### src/rtl/comm_master_q.sv
// comm_master_q: command queue feeding a UART 8N1 frame transmitter, with an always-on response receiver.
// Optional response timeout is built only when COMM_TIMEOUT_EN is defined.
module comm_master_q #(
  parameter int DATA_W    = 16,
  parameter int CMD_DEPTH = 4,
  parameter int BAUD_DIV  = 2604,
  parameter int RESP_TMO  = 2000000
) (
  input  logic              clk,
  input  logic              rst,
  input  logic [7:0]        cmd,
  input  logic [DATA_W-1:0] data,
  input  logic              snd_cmd,
  output logic              cmd_full,
  output logic              TX,
  input  logic              RX,
  output logic              frm_snt,
  output logic [7:0]        resp,
  output logic              resp_rdy,
  input  logic              clr_resp_rdy,
  output logic              busy,
  output logic              tmo,
  output logic              drop
);

  localparam int FW   = DATA_W + 8;
  localparam int NB   = FW / 8;
  localparam int AW   = $clog2(CMD_DEPTH);
  localparam int BW   = $clog2(BAUD_DIV + 1);
  localparam int YW   = $clog2(NB + 1);
  localparam int HALF = BAUD_DIV / 2;

  typedef enum logic [1:0] {
    IDLE      = 2'd0,
    LOAD      = 2'd1,
    SEND      = 2'd2,
    WAIT_RESP = 2'd3
  } state_t;

  state_t            state, state_nxt;
  logic [FW-1:0]     q_mem [CMD_DEPTH];
  logic [AW-1:0]     wr_ptr, rd_ptr;
  logic [AW:0]       count, count_nxt;
  logic              push_ok, pop;
  logic [FW-1:0]     shreg;
  logic [BW-1:0]     baud_cnt;
  logic [3:0]        bit_cnt;
  logic [YW-1:0]     byte_cnt;
  logic [7:0]        byte_cur;
  logic              bit_end, last_bit;
  logic              rx_meta, rx_sync, rx_prev, rx_active, rx_sample, rx_done;
  logic [BW-1:0]     rx_cnt;
  logic [3:0]        rx_bit;
  logic [7:0]        rx_shift;
  logic              tmo_hit;

  assign push_ok  = snd_cmd & ~cmd_full;
  assign byte_cur = shreg[FW-1 -: 8];
  assign bit_end  = (baud_cnt == BW'(BAUD_DIV - 1));
  assign last_bit = bit_end && (bit_cnt == 4'd9) && (byte_cnt == YW'(NB - 1));

  always_ff @(posedge clk) begin
    if (push_ok) q_mem[wr_ptr] <= {cmd, data};
  end

  always_comb begin
    count_nxt = count;
    if (push_ok && !pop) count_nxt = count + (AW+1)'(1);
    else if (!push_ok && pop) count_nxt = count - (AW+1)'(1);
    else count_nxt = count;
  end

  // Refused pushes never reach memory; drop remembers them until reset.
  always_ff @(posedge clk or posedge rst) begin
    if (rst) begin
      wr_ptr   <= AW'(0);
      rd_ptr   <= AW'(0);
      count    <= (AW+1)'(0);
      cmd_full <= 1'b0;
      drop     <= 1'b0;
    end else begin
      if (push_ok) wr_ptr <= wr_ptr + AW'(1);
      if (pop) rd_ptr <= rd_ptr + AW'(1);
      count    <= count_nxt;
      cmd_full <= (count_nxt == (AW+1)'(CMD_DEPTH));
      if (snd_cmd && cmd_full) drop <= 1'b1;
    end
  end

  always_comb begin
    state_nxt = state;
    pop       = 1'b0;
    case (state)
      IDLE: begin
        if (count != (AW+1)'(0)) state_nxt = LOAD;
        else state_nxt = IDLE;
      end
      LOAD: begin
        pop       = 1'b1;
        state_nxt = SEND;
      end
      SEND: begin
        if (last_bit) state_nxt = WAIT_RESP;
        else state_nxt = SEND;
      end
      WAIT_RESP: begin
        if (rx_done || tmo_hit) state_nxt = IDLE;
        else state_nxt = WAIT_RESP;
      end
      default: state_nxt = IDLE;
    endcase
  end

  always_ff @(posedge clk or posedge rst) begin
    if (rst) begin
      state <= IDLE;
      busy  <= 1'b0;
    end else begin
      state <= state_nxt;
      busy  <= (state_nxt != IDLE);
    end
  end

  // TX holds the level of the bit currently on the line; bit_cnt 0 is start, 9 is stop.
  always_ff @(posedge clk or posedge rst) begin
    if (rst) begin
      TX       <= 1'b1;
      shreg    <= FW'(0);
      baud_cnt <= BW'(0);
      bit_cnt  <= 4'd0;
      byte_cnt <= YW'(0);
      frm_snt  <= 1'b0;
    end else begin
      frm_snt <= 1'b0;
      case (state)
        LOAD: begin
          shreg    <= q_mem[rd_ptr];
          TX       <= 1'b0;
          baud_cnt <= BW'(0);
          bit_cnt  <= 4'd0;
          byte_cnt <= YW'(0);
        end
        SEND: begin
          if (!bit_end) begin
            baud_cnt <= baud_cnt + BW'(1);
          end else if (bit_cnt != 4'd9) begin
            baud_cnt <= BW'(0);
            bit_cnt  <= bit_cnt + 4'd1;
            TX       <= (bit_cnt == 4'd8) ? 1'b1 : byte_cur[bit_cnt[2:0]];
          end else if (last_bit) begin
            baud_cnt <= BW'(0);
            bit_cnt  <= 4'd0;
            byte_cnt <= YW'(0);
            TX       <= 1'b1;
            frm_snt  <= 1'b1;
          end else begin
            baud_cnt <= BW'(0);
            bit_cnt  <= 4'd0;
            byte_cnt <= byte_cnt + YW'(1);
            shreg    <= shreg << 8;
            TX       <= 1'b0;
          end
        end
        default: begin
          TX       <= 1'b1;
          baud_cnt <= BW'(0);
          bit_cnt  <= 4'd0;
          byte_cnt <= YW'(0);
        end
      endcase
    end
  end

  assign rx_sample = rx_active &&
                     (rx_cnt == ((rx_bit == 4'd0) ? BW'(HALF - 1) : BW'(BAUD_DIV - 1)));
  assign rx_done   = rx_sample && (rx_bit == 4'd9) && rx_sync;

  // Start is armed only on a falling edge, so a line held low after a framing error is ignored.
  always_ff @(posedge clk or posedge rst) begin
    if (rst) begin
      rx_meta   <= 1'b1;
      rx_sync   <= 1'b1;
      rx_prev   <= 1'b1;
      rx_active <= 1'b0;
      rx_cnt    <= BW'(0);
      rx_bit    <= 4'd0;
      rx_shift  <= 8'h00;
    end else begin
      rx_meta <= RX;
      rx_sync <= rx_meta;
      rx_prev <= rx_sync;
      if (!rx_active) begin
        rx_cnt <= BW'(0);
        rx_bit <= 4'd0;
        if (rx_prev && !rx_sync) rx_active <= 1'b1;
      end else if (rx_sample) begin
        rx_cnt <= BW'(0);
        case (rx_bit)
          4'd0: begin
            if (rx_sync) rx_active <= 1'b0;
            else rx_bit <= 4'd1;
          end
          4'd9: begin
            rx_active <= 1'b0;
            rx_bit    <= 4'd0;
          end
          default: begin
            rx_shift <= {rx_sync, rx_shift[7:1]};
            rx_bit   <= rx_bit + 4'd1;
          end
        endcase
      end else begin
        rx_cnt <= rx_cnt + BW'(1);
      end
    end
  end

  always_ff @(posedge clk or posedge rst) begin
    if (rst) begin
      resp     <= 8'h00;
      resp_rdy <= 1'b0;
    end else begin
      if (rx_done) resp <= rx_shift;
      if (rx_done) resp_rdy <= 1'b1;
      else if (clr_resp_rdy) resp_rdy <= 1'b0;
    end
  end

`ifdef COMM_TIMEOUT_EN
  localparam int TW = $clog2(RESP_TMO + 1);
  logic [TW-1:0] tmo_cnt;

  assign tmo_hit = (state == WAIT_RESP) && (tmo_cnt == TW'(RESP_TMO - 1));

  always_ff @(posedge clk or posedge rst) begin
    if (rst) begin
      tmo_cnt <= TW'(0);
      tmo     <= 1'b0;
    end else begin
      tmo <= tmo_hit & ~rx_done;
      if ((state == WAIT_RESP) && !tmo_hit && !rx_done) tmo_cnt <= tmo_cnt + TW'(1);
      else tmo_cnt <= TW'(0);
    end
  end
`else
  assign tmo_hit = 1'b0;
  assign tmo     = 1'b0;
`endif

endmodule

### config.mk
export PLATFORM = sky130hd
export DESIGN_NAME = comm_master_q
export DESIGN_NICKNAME = d
export VERILOG_FILES = /design/src/rtl/comm_master_q.sv
export SDC_FILE = /design/constraint.sdc
export NUM_CORES = 1
export LEC_CHECK = 0
export ABC_AREA = 1
export CAP_MARGIN = 20
export CELL_PAD_IN_SITES_DETAIL_PLACEMENT = 1
export CELL_PAD_IN_SITES_GLOBAL_PLACEMENT = 1
export CORE_AREA = 2 2 131 133
export DETAILED_ROUTE_END_ITERATION = 8
export DIE_AREA = 0 0 133 135
export GPL_TIMING_DRIVEN = 1
export PLACE_DENSITY_LB_ADDON = 0.08
export SYNTH_ARGS = -nofsm -noshare
export SYNTH_HDL_FRONTEND = slang
export SYNTH_SLANG_ARGS = --single-unit
### constraint.sdc
create_clock -name clk -period 4.3 [get_ports clk]
set_input_delay 0.645 -clock clk [delete_from_list [all_inputs] [get_ports clk]]
set_output_delay 0.645 -clock clk [all_outputs]
set_load 0.005 [all_outputs]
==> flow_metrics.env <==
export IMPL_status="completed"
export IMPL_dp_cells=1069
export IMPL_grt_pass1_vias=6248
export IMPL_final_cell_mix="nand2_1, edfxtp_1, dfrtp_1"
export IMPL_grt_use_total=0.2278
export IMPL_grt_max_degree=51
export IMPL_regToRegEndpoint="shreg[18]$_DFFE_PP0P_"
export IMPL_wl_per_cell_microns=17.42
export IMPL_syn_nets=871
export IMPL_whs_ns=0.3613
export IMPL_yosysWarningCount=0
export IMPL_ys_seq_area_frac=0.6307
export IMPL_vias=5846
export IMPL_fin_nets=909
export IMPL_worst_path_buf_inv=2
export IMPL_min_to="rx_sync$_DFF_PP1_"
export IMPL_synth_cell_type_count=39
export IMPL_ff_latch_area_sq_um=5215
export IMPL_ys_async_sr_fraction=0.4921
export IMPL_rr_startpoint="state[0]$_DFF_PP0_"
export IMPL_rsz0062_at_grt="no"
export IMPL_drt_iter0_drc=317
export IMPL_hold_buffers=0
export IMPL_cp_slowest_cell="nand2_2"
export IMPL_detail_route_first_pass_iterations=4
export IMPL_globalplace_congestion=0.7554
export IMPL_nFillCells=1760
export IMPL_relSlewSlack=0.4011
export IMPL_ctsRootBufferMaster="clkbuf_16"
export IMPL_hpwl_microns=12640
export IMPL_io_buffers=42
export IMPL_layoutNonFillerInstCount=1100
export IMPL_startpoint="state[0]$_DFF_PP0_"
export IMPL_reg2reg_depth=7
export IMPL_p_leak_nw=3.935
export IMPL_synth_avg_cell_area_sq_um=9.963
export IMPL_drive_above_1_share=0.09318
export IMPL_tightest_slew_ns=0.8974
export IMPL_die_area_sq_um=17960
export IMPL_syn_instance_count=830
export IMPL_p_per_area_nw_per_um2=461.7
export IMPL_cp_max_fo=32
export IMPL_cts_tree="yes"
export IMPL_max_stage_delay_ns=0.48
export IMPL_min_path_cells=0
export IMPL_ys_seq_elements=189
export IMPL_diodes=0
export IMPL_min_path_type="flop to flop"
export IMPL_cp_required_ns=4.61
export IMPL_finalSetupTns_ns=0
export IMPL_path_clk_slew_ns=0.07
export IMPL_multiInputGateArea_sq_um=2641
export IMPL_drv_cap=0
export IMPL_rows=47
export IMPL_syn_cell_area_sq_um=8269
export IMPL_r2r_setup_slack_ns=1.83
export IMPL_numCtsBuffers=17
export IMPL_final_common_cell="nand2_1"
export IMPL_synth_main_ff_cell="edfxtp_1"
export IMPL_crit_family="simple AND/OR/NAND/NOR gates"
export IMPL_ant_nets=0
export IMPL_post_cts_buffers=0
export IMPL_fin_skew_ns=0.01372
export IMPL_period_share=0.5735
export IMPL_grt_pass1_wl_microns=31650
export IMPL_clkLatencyLatePin_ns=0.43
export IMPL_startpoint_type="flop"
export IMPL_core_sq_um=16410
export IMPL_clockBufferDepth=2
export IMPL_synth_edf_count=96
export IMPL_max_freq_ghz=0.4055
export IMPL_boundaryPins=44
export IMPL_period_minus_slack_ns=2.466
export IMPL_worstSetupPathType="flop to flop"
export IMPL_final_hold_viol_count=0
export IMPL_area_growth_pct=13.84
export IMPL_arrival_ns=2.78
export IMPL_setup_violations=0
export IMPL_fp_dieW_microns=133
export IMPL_wl_microns=19160
export IMPL_path_cells="inv_1, nand2_2, inv_2, nand2_2, nand3_2, nand2_1, nand2_1"
export IMPL_grt_antenna_before_repair=0
export IMPL_hp_start="rx_meta$_DFF_PP1_"
export IMPL_clkSinkCount=189
export IMPL_drc_errors=0
export IMPL_cts_htree_levels=4
export IMPL_die_h_microns=135
export IMPL_vias_per_cell=5.315
export IMPL_ctsResizeCount=0
export IMPL_grt_overflow_total=0
export IMPL_cp_end_kind="flop"
export IMPL_vdd_drop_max_mv=0.2902
export IMPL_start_util=0.5040
export IMPL_maxSlewViolCount=0
area by class of cell:
class | instances | area share
timing repair buffer | 51 | 0.05183
inverter | 66 | 0.02645
clock buffer | 19 | 0.04599
tap | 220 | 0.02924
multi-input combinational | 543 | 0.2806
sequential | 189 | 0.5540
clock inverter | 12 | 0.01196
layer usage:
metal | up-vias | global-route usage | part of all wire
li1 | 2802 | - | -
met1 | 2940 | 0.2761 | 0.42
met2 | 87 | 0.4145 | 0.53
met3 | 17 | 0.04767 | 0.036
met4 | 0 | 0.06093 | 0.012
met5 | - | 0 | 0
through the flow:
step	setup WS, ns	util	instance area, sq um	power, W
floorplan	1.241	-	8269	0.002650
global placement	1.581	0.5405	8869	0.002833
detailed placement	1.478	0.5405	8869	0.002891
CTS	1.761	0.5738	9414	0.004386
global route	1.556	0.5738	9414	0.004542
finish	1.834	0.5738	9414	0.004346
cell families (layout without fill, tap and decap cells):
family,count (synthesis),after routing,synth area share
multiplexers,1,1,0.001211
buffers and inverters,98,148,0.05114
AND/OR/NAND/NOR,444,444,0.2382
AO/OA/AOI/OAI,71,71,0.04540
adder cells (fa/ha/maj),12,12,0.01816
other,1,1,0.0004535
XOR/XNOR,14,14,0.01483
flip-flops,189,189,0.6307
where the power goes:
| part | total (W) | switching (W) | internal [W] |
|---|---|---|---|
| combinational | 0.000590 | 0.000401 | 0.000189 |
| sequential | 0.00227 | 0.000107 | 0.00216 |
| clock | 0.00149 | 0.000687 | 0.000801 |
| total | 0.00435 | 0.00119 | 0.00315 |
cell usage after synthesis (all sizes together) (2+ instances only):
cell / number / area [sq um]
nor3: 9 / 45.04
a21oi: 18 / 93.84
edfxtp: 96 / 2883
ha: 12 / 150.1
nand2: 237 / 917.1
dfrtp: 89 / 2227
nor2: 94 / 390.4
xnor2: 3 / 26.28
nor3b: 5 / 37.54
buf: 23 / 141.4
nand4: 6 / 37.54
inv: 66 / 247.7
clkbuf: 9 / 33.78
o21ai: 45 / 225.2
xor2: 11 / 96.34
dfstp: 4 / 105.1
o22ai: 2 / 12.51
nand3: 92 / 535.5
worst max-delay path by stage:
stage	end	slack, ns	cells past startpoint
2_1_floorplan	baud_cnt[0]$_DFF_PP0_	1.24	1
6_report	shreg[18]$_DFFE_PP0P_	1.83	7
5_1_grt	shreg[18]$_DFFE_PP0P_	1.56	7
4_1_cts	shreg[18]$_DFFE_PP0P_	1.76	7
3_5_place_dp	q_mem[0][9]$_DFFE_PP_	1.48	6
3_3_place_gp	q_mem[0][13]$_DFFE_PP_	1.58	6
state kept, by name, summed over array words and instances, names as in the netlist, 2 cells and up:
register	count
baud_cnt	12
bit_cnt	4
byte_cnt	2
count	3
q_mem	96
rd_ptr	2
resp	8
rx_bit	4
rx_cnt	12
rx_shift	8
shreg	24
state	2
wr_ptr	2
worst register-to-register path: stages, from the launching register on:
cell and delay [ns]:
dfrtp_1 0.41, inv_1 0.07, nand2_2 0.48, inv_2 0.45
nand2_2 0.24, nand3_2 0.43, nand2_1 0.22, nand2_1 0.08
Note: power is estimated with default switching activity, not from simulation.
